File: src/rtl/cache_set_requester.sv
// Initiator for the CacheSetInterface: issues a request or flush, waits the
// responder latency, captures and checks the response, and hands it downstream.
module cache_set_requester #(
  parameter int DATA_W       = 8,
  parameter int RESP_LATENCY = 1,
  parameter int CNT_W        = 16
) (
  input  logic              clock,
  input  logic              clear_n,
  input  logic              cmd_valid,
  output logic              cmd_ready,
  input  logic [DATA_W-1:0] cmd_data,
  input  logic              cmd_flush,
  output logic [DATA_W-1:0] request,
  output logic              set_clear,
  input  logic [DATA_W-1:0] response,
  output logic              res_valid,
  input  logic              res_ready,
  output logic [DATA_W-1:0] res_data,
  output logic              res_ok,
  output logic [CNT_W-1:0]  mismatch_count
);

  localparam int LAT_W =
    (RESP_LATENCY < 1) ? 1 : $clog2(RESP_LATENCY + 1);

  typedef enum logic [1:0] {
    S_IDLE,
    S_WAIT,
    S_DONE
  } state_e;

  state_e            state_q;
  logic [LAT_W-1:0]  cnt_q;
  logic [DATA_W-1:0] req_q;
  logic [DATA_W-1:0] exp_q;
  logic              clr_q;
  logic              vld_q;
  logic [DATA_W-1:0] data_q;
  logic              ok_q;
  logic [CNT_W-1:0]  mis_q;

  logic              hit_d;
  logic [CNT_W-1:0]  mis_d;

  always_comb begin
    hit_d = (response == exp_q);
    mis_d = mis_q;
    if (!hit_d && (mis_q != {CNT_W{1'b1}})) begin
      mis_d = mis_q + CNT_W'(1);
    end
  end

  // Request and clear stay frozen from accept through the capture edge.
  always_ff @(posedge clock or negedge clear_n) begin
    if (!clear_n) begin
      state_q <= S_IDLE;
      cnt_q   <= '0;
      req_q   <= '0;
      exp_q   <= '0;
      clr_q   <= 1'b0;
      vld_q   <= 1'b0;
      data_q  <= '0;
      ok_q    <= 1'b0;
      mis_q   <= '0;
    end else begin
      unique case (state_q)
        S_IDLE: begin
          if (cmd_valid) begin
            if (cmd_flush) begin
              req_q <= '0;
              exp_q <= '0;
              clr_q <= 1'b1;
            end else begin
              req_q <= cmd_data;
              exp_q <= ~cmd_data;
              clr_q <= 1'b0;
            end
            cnt_q   <= LAT_W'(RESP_LATENCY);
            state_q <= S_WAIT;
          end
        end
        S_WAIT: begin
          if (cnt_q == '0) begin
            data_q  <= response;
            ok_q    <= hit_d;
            vld_q   <= 1'b1;
            clr_q   <= 1'b0;
            mis_q   <= mis_d;
            state_q <= S_DONE;
          end else begin
            cnt_q <= cnt_q - LAT_W'(1);
          end
        end
        S_DONE: begin
          if (res_ready) begin
            vld_q   <= 1'b0;
            state_q <= S_IDLE;
          end
        end
        default: state_q <= S_IDLE;
      endcase
    end
  end

  assign cmd_ready      = (state_q == S_IDLE);
  assign request        = req_q;
  assign set_clear      = clr_q;
  assign res_valid      = vld_q;
  assign res_data       = data_q;
  assign res_ok         = ok_q;
  assign mismatch_count = mis_q;

endmodule

File: config.mk
export PLATFORM = sky130hd
export DESIGN_NAME = cache_set_requester
export DESIGN_NICKNAME = d
export VERILOG_FILES = /design/src/rtl/cache_set_requester.sv
export SDC_FILE = /design/constraint.sdc
export NUM_CORES = 1
export LEC_CHECK = 0
export BUFFER_PORTS_ARGS = -buffer_cell sky130_fd_sc_hd__buf_2
export CAP_MARGIN = 20
export CORE_MARGIN = 8
export CORE_UTILIZATION = 47
export DETAILED_ROUTE_END_ITERATION = 16
export PLACE_DENSITY = 0.79
export SLEW_MARGIN = 20
export SYNTH_ARGS = -nofsm -noshare
export SYNTH_HDL_FRONTEND = slang
export SYNTH_SLANG_ARGS = --single-unit
export TNS_END_PERCENT = 5
File: constraint.sdc
create_clock -name clock -period 1.6 [get_ports clock]
set_input_delay 0 -clock clock [delete_from_list [all_inputs] [get_ports clock]]
set_output_delay 0 -clock clock [all_outputs]
set_load 0.005 [all_outputs]
==> flow_summary.ini, run 1 <==
[setup_path]
path_cells = nor2_2 > and2_1 > o21ai_4 > buf_4 > nor4_1 > xor2_1
path_max_fanout = 6
worst_path_max_delay_cell = nor4_1
crit_type = flip-flop to flip-flop
cp-start-kind = flip-flop
worstSetupEndpointType = flip-flop
slowest_delay_ns = 0.43
crit_required_ns = 1.83
arrival_ns = 1.92

[clocking]
cts.root.buffer_cell = clkbuf_8
h-tree-depth = 2
clk_pin_slew_ns = 0.09
clock_sinks = 46
cts_buffer_depth = 2
cts_tree = built
cts_buffers = 5
clk_latency_ns = 0.31

[synthesis]
synth_edf_count = 0
synth.distinct_cells = 36
syn_inst = 207
yosys-top-cells-count = 55 x nand2_1, 46 x dfrtp_1, 11 x xnor2_1
yosysMostFrequentCell = nand2_1
async_flop_share_pct = 100.0
synth_area_leaders = dfrtp_1 55%, nand2_1 9.9%, xnor2_1 4.6%
synth_nets = 229
synth_top_area_cell = dfrtp_1
yosysTopAreaCellShare_pct = 55.02
synth_seq_cells = 46
synth_warnings = 0
seq_area_frac_synth_pct = 55.02
ys.flop_type = dfrtp_1
syn_area_mm2 = 0.002092
syn_avg_cell_area_um2 = 10.11

[floorplan]
ios = 57
rows = 24
die_area_mm2 = 0.006842
die_h_um = 82.72
die_w_um = 82.72
core_area_mm2 = 0.004324
start_util_pct = 48.38

[sta]
finalSetupTns_ns = -0.2046
period_needed_ns = 1.686
worst_pin_slew_ns = 0.5617
grt_setup_unrepaired = yes
slew_headroom_pct = 62.55
setup_ws_ns = -0.08599
finalClockSkew_ns = 0.01271
post-route-period-util_pct = 105.4
hold_ws_ns = 0.01437
fmaxAchievable_ghz = 0.5931
report.final.slew_viol_count = 0
hold_violations = 0
setup_viol = 4

[cells_and_area]
antennaDiodeCount = 0
fillers = 302
final_cells = 367
multi_input_area_um2 = 959.7
seq_area_mm2 = 0.001151
nets = 336
synthToLayoutAreaGrowth_pct = 44.62
finalInstanceArea_mm2 = 0.003025
drive_gt1_share_pct = 38.41
fin_util_pct = 69.97

[route]
post_drt_wl_per_cell_um = 16.03
postRouteAntennaNets = 0
drtPass1Iterations = 5
wl_um = 5884
drc = 0
vias_per_cell = 5.215
drt_iter0_drc = 113
route.vias.total = 1914

[place]
io_buffers = 56
dpl.hpwl_um = 4028
place_area_mm2 = 0.002582
gp_congestion = 0.8693
place_inst = 333

[global_route]
grt_pass1_vias = 1949
grt_max_degree = 27
grt_pass1_wl_um = 9342
overflow = 0
grtUsageTotal_pct = 17.71
antenna_found_initial = 0

[pwr]
leakage_nw = 1.513
p_per_area_mw_per_mm2 = 1546
vdd_ir_drop_max_v = 0.0008238

[job]
maxCapViolCount = 0

[outcome]
violations = setup timing
status = finished with violations

[min_path]
hold_path_class = input port to flip-flop
-- where the power goes --
part	total (mW)	switching, mW	internal, mW
Combinational	1.89	0.964	0.931
Sequential	1.92	0.313	1.61
Clock	0.862	0.402	0.460
-- metrics by stage --
step | setup slack [ns] | total power [mW]
finish | -0.08599 | 4.676
global route | -0.1685 | 4.985
CTS | -0.08887 | 4.570
detailed placement | -0.1084 | 3.640
global placement | -0.0008907 | 3.557
floorplan | -0.1653 | 2.831
-- cell families after synthesis --
group	share of synthesized area, %
adder cells (fa/ha/maj)	0.5980
AO/OA/AOI/OAI	7.237
XOR/XNOR	8.373
flip-flops	55.02
buffers and inverters	3.289
AND/OR/NAND/NOR	22.73
multiplexers	2.751
-- layout by cell type (no fill, tap or decap), types with 2 or more instances in the layout --
| cell type | instances |
|---|---|
| buf_2 | 56 |
| nand2_1 | 55 |
| dfrtp_1 | 46 |
| buf_4 | 32 |
| dlygate4sd3_1 | 19 |
| xnor2_1 | 11 |
| o31ai_1 | 9 |
| o21ai_0 | 9 |
| xor2_1 | 9 |
| nor2_1 | 6 |
| nand3_1 | 6 |
| nor4_2 | 6 |
| nand4_1 | 5 |
| clkbuf_8 | 5 |
| inv_1 | 4 |
| a21oi_1 | 3 |
| nor3_1 | 3 |
| mux2i_1 | 2 |
| mux2_2 | 2 |
| nor4_1 | 2 |
| nor3_2 | 2 |
| clkinv_2 | 2 |
-- critical path, delay by kind of cell (launching register included) --
kind / cells / cell delay (ns)
simple gates: 3 / 0.74
xor+xnor: 1 / 0.20
flops: 1 / 0.40
compound gates: 1 / 0.12
buf+inv: 1 / 0.16
-- sequential cells by signal (all words and copies together) (netlist names) --
signal,cells
state_q,2
mismatch_count,16
res_data,8
res_ok,1
res_valid,1
cnt_q,1
exp_q,8
set_clear,1
request,8
-- timing repair --
item	4_1_cts	5_1_grt
hold buffers	19	0
pin swaps	5	11
gates cloned	0	0
hold endpoints to repair	50	0
endpoints found under the setup margin	8	14
buffers inserted	3	4
gates resized for setup	10	8
-- path summary, 6_finish.rpt --
path | startpoint | to | slack (ns) | cells past startpoint
max | state_q[1] | mismatch_count[9] | -0.09 | 6
min | cmd_flush | exp_q[5] | 0.01 | 2
max reg2reg | state_q[1] | mismatch_count[9] | -0.09 | 6
min reg2reg | res_data[7] | res_data[7] | 0.48 | 2
max in group asynchronous | clear_n | state_q[1] | 0.79 | 3
min in group asynchronous | clear_n | res_data[6] | 0.22 | 2
-- per-layer routing --
| metal | global-route usage (%) | share of wire, % |
|---|---|---|
| met5 | 0 | 0 |
| met4 | 7.241 | 2.0 |
| met3 | 2.922 | 6.1 |
| met2 | 30.38 | 51 |
| met1 | 21.50 | 41 |
-- final cells by class --
cell class,count,area share (%)
Inverter,5,0.6203
Clock buffer,5,2.275
Multi-Input combinational cell,148,31.72
Clock inverter,3,1.323
Tap cell,52,2.151
Sequential cell,46,38.05
Timing Repair Buffer,108,23.86
(Power assumes the default switching activity.)
==> inputs of run 2 (changes only) <==
==> constraint.sdc (replaced) <==
create_clock -name clock -period 1.6 [get_ports clock]
set_input_delay 0 -clock clock [delete_from_list [all_inputs] [get_ports clock]]
set_output_delay 0 -clock clock [all_outputs]
set_load 0.02 [all_outputs]
==> run 2 against run 1 <==
  * The flow still finishes with violations (setup timing)
  * Non-clock buffer count decreased by 6
  * Clock power up 2%
  * Power rose by 5.9%
  * Via count decreased by 2.7%
  * Cell count is 1.9% lower
  * First-iteration DRC count decreased by 38%
  * Hold slack better by 0.025 ns
  * Wire length is 4.9% lower
  * Critical path type unchanged
  * Largest cell class unchanged
==> flow_summary.ini, run 2 (synthesized netlist as in run 1, its figures left out) <==
[sta]
period_needed_ns = 1.658
grt_setup_unrepaired = yes
setup_ws_ns = -0.05780
hold_ws_ns = 0.03982
post-route-period-util_pct = 103.6
finalClockSkew_ns = 0.005400
report.final.slew_viol_count = 0
worst_pin_slew_ns = 0.3528
hold_violations = 0
setup_viol = 5
slew_headroom_pct = 76.42
fmaxAchievable_ghz = 0.6032

[setup_path]
crit_type = flip-flop to flip-flop
r2r_setup_slack_ns = -0.06
crit_end = mismatch_count[14]
arrival_ns = 1.85
crit_required_ns = 1.79
cp-start-kind = flip-flop
crit_family = simple AND/OR/NAND/NOR gates
critPathBufInv = 0
r2r_start = mismatch_count[8]
r2r_end = mismatch_count[14]
worstSetupEndpointType = flip-flop
slowest_delay_ns = 0.39
crit_cells = 5
path_max_fanout = 3
path_cells = nand3_4 > nor2_2 > nand4_1 > nor4_2 > mux2_2
reg2reg_depth = 5
worst_path_max_delay_cell = dfrtp_2
cp-startpoint = mismatch_count[8]

[clocking]
cts_buffers = 5
clock_sinks = 46
clk_latency_ns = 0.30
cts_tree = built
clk_pin_slew_ns = 0.08
cts_buffer_depth = 2
cts.root.buffer_cell = clkbuf_8
h-tree-depth = 2

[min_path]
worstHoldStart = cmd_flush
hold_path_class = input port to flip-flop
timing.hold.worst_path_depth = 2

[pwr]
power_frac_clock_pct = 17.8
leakage_nw = 1.481
power_frac_seq_pct = 38.7
p_sw_share_pct = 39.93
switchingPower_mw = 1.976
vdd_ir_drop_max_v = 0.0008580
p_per_area_mw_per_mm2 = 1651
p_int_mw = 2.974
p_comb_share_pct = 43.6

[cells_and_area]
layout_common_cells = 56 x buf_2, 55 x nand2_1, 38 x dfrtp_1, 25 x buf_4, 19 x dlygate4sd3_1
nets = 330
largest_register_ffs = 16
final_common_cell = buf_2
fin_util_pct = 69.36
drive_gt1_share_pct = 38.96
finalInstanceArea_mm2 = 0.002999
antennaDiodeCount = 0
synthToLayoutAreaGrowth_pct = 43.36

[place]
place_area_mm2 = 0.002592
dpl.hpwl_um = 3851
gp_congestion = 0.9248
io_buffers = 56

[floorplan]
core_area_mm2 = 0.004324
die_w_um = 82.72
die_area_mm2 = 0.006842
rows = 24
die_h_um = 82.72
ios = 57
start_util_pct = 48.38

[outcome]
violations = setup timing
status = finished with violations

[route]
drt_iter0_drc = 70
wl_met3_um = 369
post_drt_wl_per_cell_um = 15.55
route.vias.total = 1862
postRouteAntennaNets = 0
drc = 0
top_layer = met4
drt-met1-wl_um = 2378
drtPass1Iterations = 4
vias_per_cell = 5.172
wl_um = 5598
wl_met2_um = 2748

[global_route]
grt_pass1_vias = 1886
grt_max_degree = 47
grtUsageTotal_pct = 16.91
antenna_found_initial = 0
grt_pass1_wl_um = 8852
overflow = 0

[job]
maxCapViolCount = 0
## run 2: cell count changes in the layout (fill, tap and decap cells not counted), sizes merged
cell,before,now
buf,89,83
clkbuf,5,6
clkinv,3,1
## run 2: routing by layer
layer  track usage, %  vias up
met1            20.74      887
li1                 -      899
met4            7.931        0
met5                0        -
met2            28.13       66
met3            3.030       10
## run 2: layout make-up
class                           instances  area, um^2
Timing Repair Buffer                  102       689.4
Multi-Input combinational cell        148       952.2
Tap cell                               52       65.06
Sequential cell                        46        1161
Clock buffer                            6       82.58
Fill cell                             299        1325
Inverter                                5       18.77
Clock inverter                          1       30.03
## run 2: worst reg2reg max path: cells and delay by family, from the launching register on
| family | cells | cell delay, ns |
|---|---|---|
| multiplexers | 1 | 0.37 |
| flip-flops | 1 | 0.39 |
| AND/OR/NAND/NOR | 4 | 0.79 |
## run 2: metrics by stage
| step | std cells | worst slack (ns) | TNS (ns) | power [mW] |
|---|---|---|---|---|
| 6_report | 360 | -0.05780 | -0.1323 | 4.950 |
| 5_1_grt | 360 | -0.1095 | -0.8734 | 5.279 |
| 4_1_cts | 357 | -0.003605 | -0.003605 | 4.930 |
| 3_5_place_dp | 331 | -0.09685 | -0.1855 | 3.981 |
| 3_3_place_gp | 331 | -0.004449 | -0.004449 | 3.899 |
| 2_1_floorplan | 207 | -0.1917 | -0.3113 | 3.216 |
## run 2: repair_timing
item | CTS | global route
cloned | 0 | 0
pin swaps | 4 | 7
hold buffers | 19 | 0
endpoints found under the setup margin | 9 | 14
setup buffers | 0 | 3
hold endpoints to repair | 72 | 0
resized for setup | 7 | 8
## run 2: worst min path at each step
stage | endpoint
global route | exp_q[5]
CTS | exp_q[4]
finish | exp_q[6]
floorplan | cnt_q
detailed placement | request[3]
global placement | request[3]
## run 2: power by group through the flow
stage               clock network, mW  logic [mW]  registers [mW]
finish                          0.879        2.16            1.91
global route                    0.944        2.36            1.97
floorplan                           0       0.907            2.31
detailed placement                  0        2.06            1.92
CTS                             0.895        2.13            1.90
global placement                    0        1.99            1.91
==> inputs of run 3 (changes only) <==
- RECOVER_POWER: not set -> 50
==> run 3 against run 2 <==
  * The run still ends with setup timing left
  * Via count decreased by 0.75%
  * Clock-buffer cell count is the same
  * Hold slack better by 0.0040 ns
  * Clock power about the same
  * Largest cell class unchanged
==> flow_summary.ini, run 3 (synthesized netlist as in run 1, its figures left out) <==
[pwr]
leakage_nw = 1.441
power_frac_seq_pct = 39.0
switchingPower_mw = 1.980
fin_total_pwr_mw = 4.915
p_sw_share_pct = 40.28
p_int_mw = 2.936
vdd_ir_drop_max_v = 0.0008485
power_frac_clock_pct = 17.9
p_comb_share_pct = 43.1
p_per_area_mw_per_mm2 = 1654

[floorplan]
die_w_um = 82.72
core_area_mm2 = 0.004324
ios = 57
die_area_mm2 = 0.006842
rows = 24
start_util_pct = 48.38
die_h_um = 82.72

[setup_path]
crit_required_ns = 1.79
reg2reg_depth = 5
r2r_end = mismatch_count[14]
path_max_fanout = 3
cp-startpoint = mismatch_count[8]
crit_type = flip-flop to flip-flop
cp-start-kind = flip-flop
arrival_ns = 1.84
worstSetupEndpointType = flip-flop
r2r_setup_slack_ns = -0.06
r2r_start = mismatch_count[8]

[clocking]
h-tree-depth = 2
cts_buffers = 5
clk_latency_ns = 0.30
clock_sinks = 46
cts_tree = built
clk_pin_slew_ns = 0.08
cts.root.buffer_cell = clkbuf_8
cts_buffer_depth = 2

[sta]
worst_pin_slew_ns = 1.120
hold_violations = 0
grt_setup_unrepaired = yes
setup_viol = 5
setup_ws_ns = -0.05648
post-route-period-util_pct = 103.5
report.final.slew_viol_count = 0
finalClockSkew_ns = 0.005356
period_needed_ns = 1.656
hold_ws_ns = 0.04379
finalSetupTns_ns = -0.1186
fmaxAchievable_ghz = 0.6037
slew_headroom_pct = 25.34

[cells_and_area]
antennaDiodeCount = 0
synthToLayoutAreaGrowth_pct = 42.05
final_common_cell = nand2_1
nets = 330
layout_common_cells = 55 x nand2_1, 46 x buf_2, 38 x dfrtp_1, 25 x buf_4, 19 x dlygate4sd3_1
seq_area_mm2 = 0.001161
multi_input_area_um2 = 952.2
drive_gt1_share_pct = 35.71
fillers = 310
largest_register_ffs = 16
fin_util_pct = 68.72

[route]
drtPass1Iterations = 4
drt_iter0_drc = 67
wl_um = 5600
vias_per_cell = 5.133
postRouteAntennaNets = 0
post_drt_wl_per_cell_um = 15.56
route.vias.total = 1848
drc = 0

[global_route]
grt_pass1_vias = 1886
antenna_found_initial = 0
overflow = 0
grt_max_degree = 47
grt_pass1_wl_um = 8852
grtUsageTotal_pct = 16.91

[place]
dpl.hpwl_um = 3851
dp_slack_ns = -0.09685
io_buffers = 56
gp_congestion = 0.9248

[outcome]
violations = setup timing
status = finished with violations

[min_path]
whs_endpoint = exp_q[6]
worstHoldStart = cmd_flush
timing.hold.worst_path_depth = 2
hold_path_class = input port to flip-flop

[job]
maxCapViolCount = 0
-- run 3: cell count changes in the layout (fill, tap and decap cells not counted) --
cell / previous run / this run
buf_2: 56 / 46
buf_12: 1 / 0
clkbuf_2: 0 / 1
clkbuf_1: 0 / 10
-- run 3: worst max-delay path, stage by stage, from the launching register on --
cell	delay [ns]
dfrtp_2	0.39
nand3_4	0.10
nor2_2	0.16
nand4_1	0.16
nor4_2	0.37
mux2_2	0.37
-- run 3: repair_timing --
action                     4_1_cts  5_1_grt
setup endpoints to repair        9       14
hold endpoints to repair        72        0
setup buffers                    0        3
hold buffers                    19        0
gates resized for setup          7        8
pin swaps                        4        7
gates cloned                     0        0
-- run 3: routing by layer --
metal  vias to the layer above  global-route usage (%)  part of all wire, %
met3                        10                   3.030                  6.3
met5                         -                       0                    0
li1                        897                       -                    -
met2                        57                   28.13                   49
met4                         0                   7.931                  1.8
met1                       884                   20.74                   43
-- run 3: metrics by stage --
stage | cell area [um^2] | std cells
finish | 2972 | 360
global route | 2972 | 360
CTS | 2933 | 357
detailed placement | 2592 | 331
global placement | 2592 | 331
floorplan | 2105 | 207
-- run 3: final cells by class --
class,count,area share [%]
sequential,46,39.07
clock inverter,1,1.011
inverter,5,0.6316
clock buffer,6,2.779
timing repair buffer,102,22.27
tap,52,2.189
multi-input combinational,148,32.04
-- run 3: power groups by stage --
stage / Combinational, mW / Sequential, mW / Clock (mW)
after floorplan: 0.907 / 2.31 / 0
after global placement: 1.99 / 1.91 / 0
after detailed placement: 2.06 / 1.92 / 0
after CTS: 2.13 / 1.90 / 0.895
after global routing: 2.33 / 1.98 / 0.944
final: 2.12 / 1.92 / 0.878
-- run 3: how the worst max path moves through the flow --
stage | end | slack, ns
2_1_floorplan | mismatch_count[1] | -0.19
3_3_place_gp | mismatch_count[9] | -0.004
3_5_place_dp | mismatch_count[9] | -0.1
4_1_cts | mismatch_count[14] | -0.004
5_1_grt | mismatch_count[14] | -0.11
6_report | mismatch_count[14] | -0.06
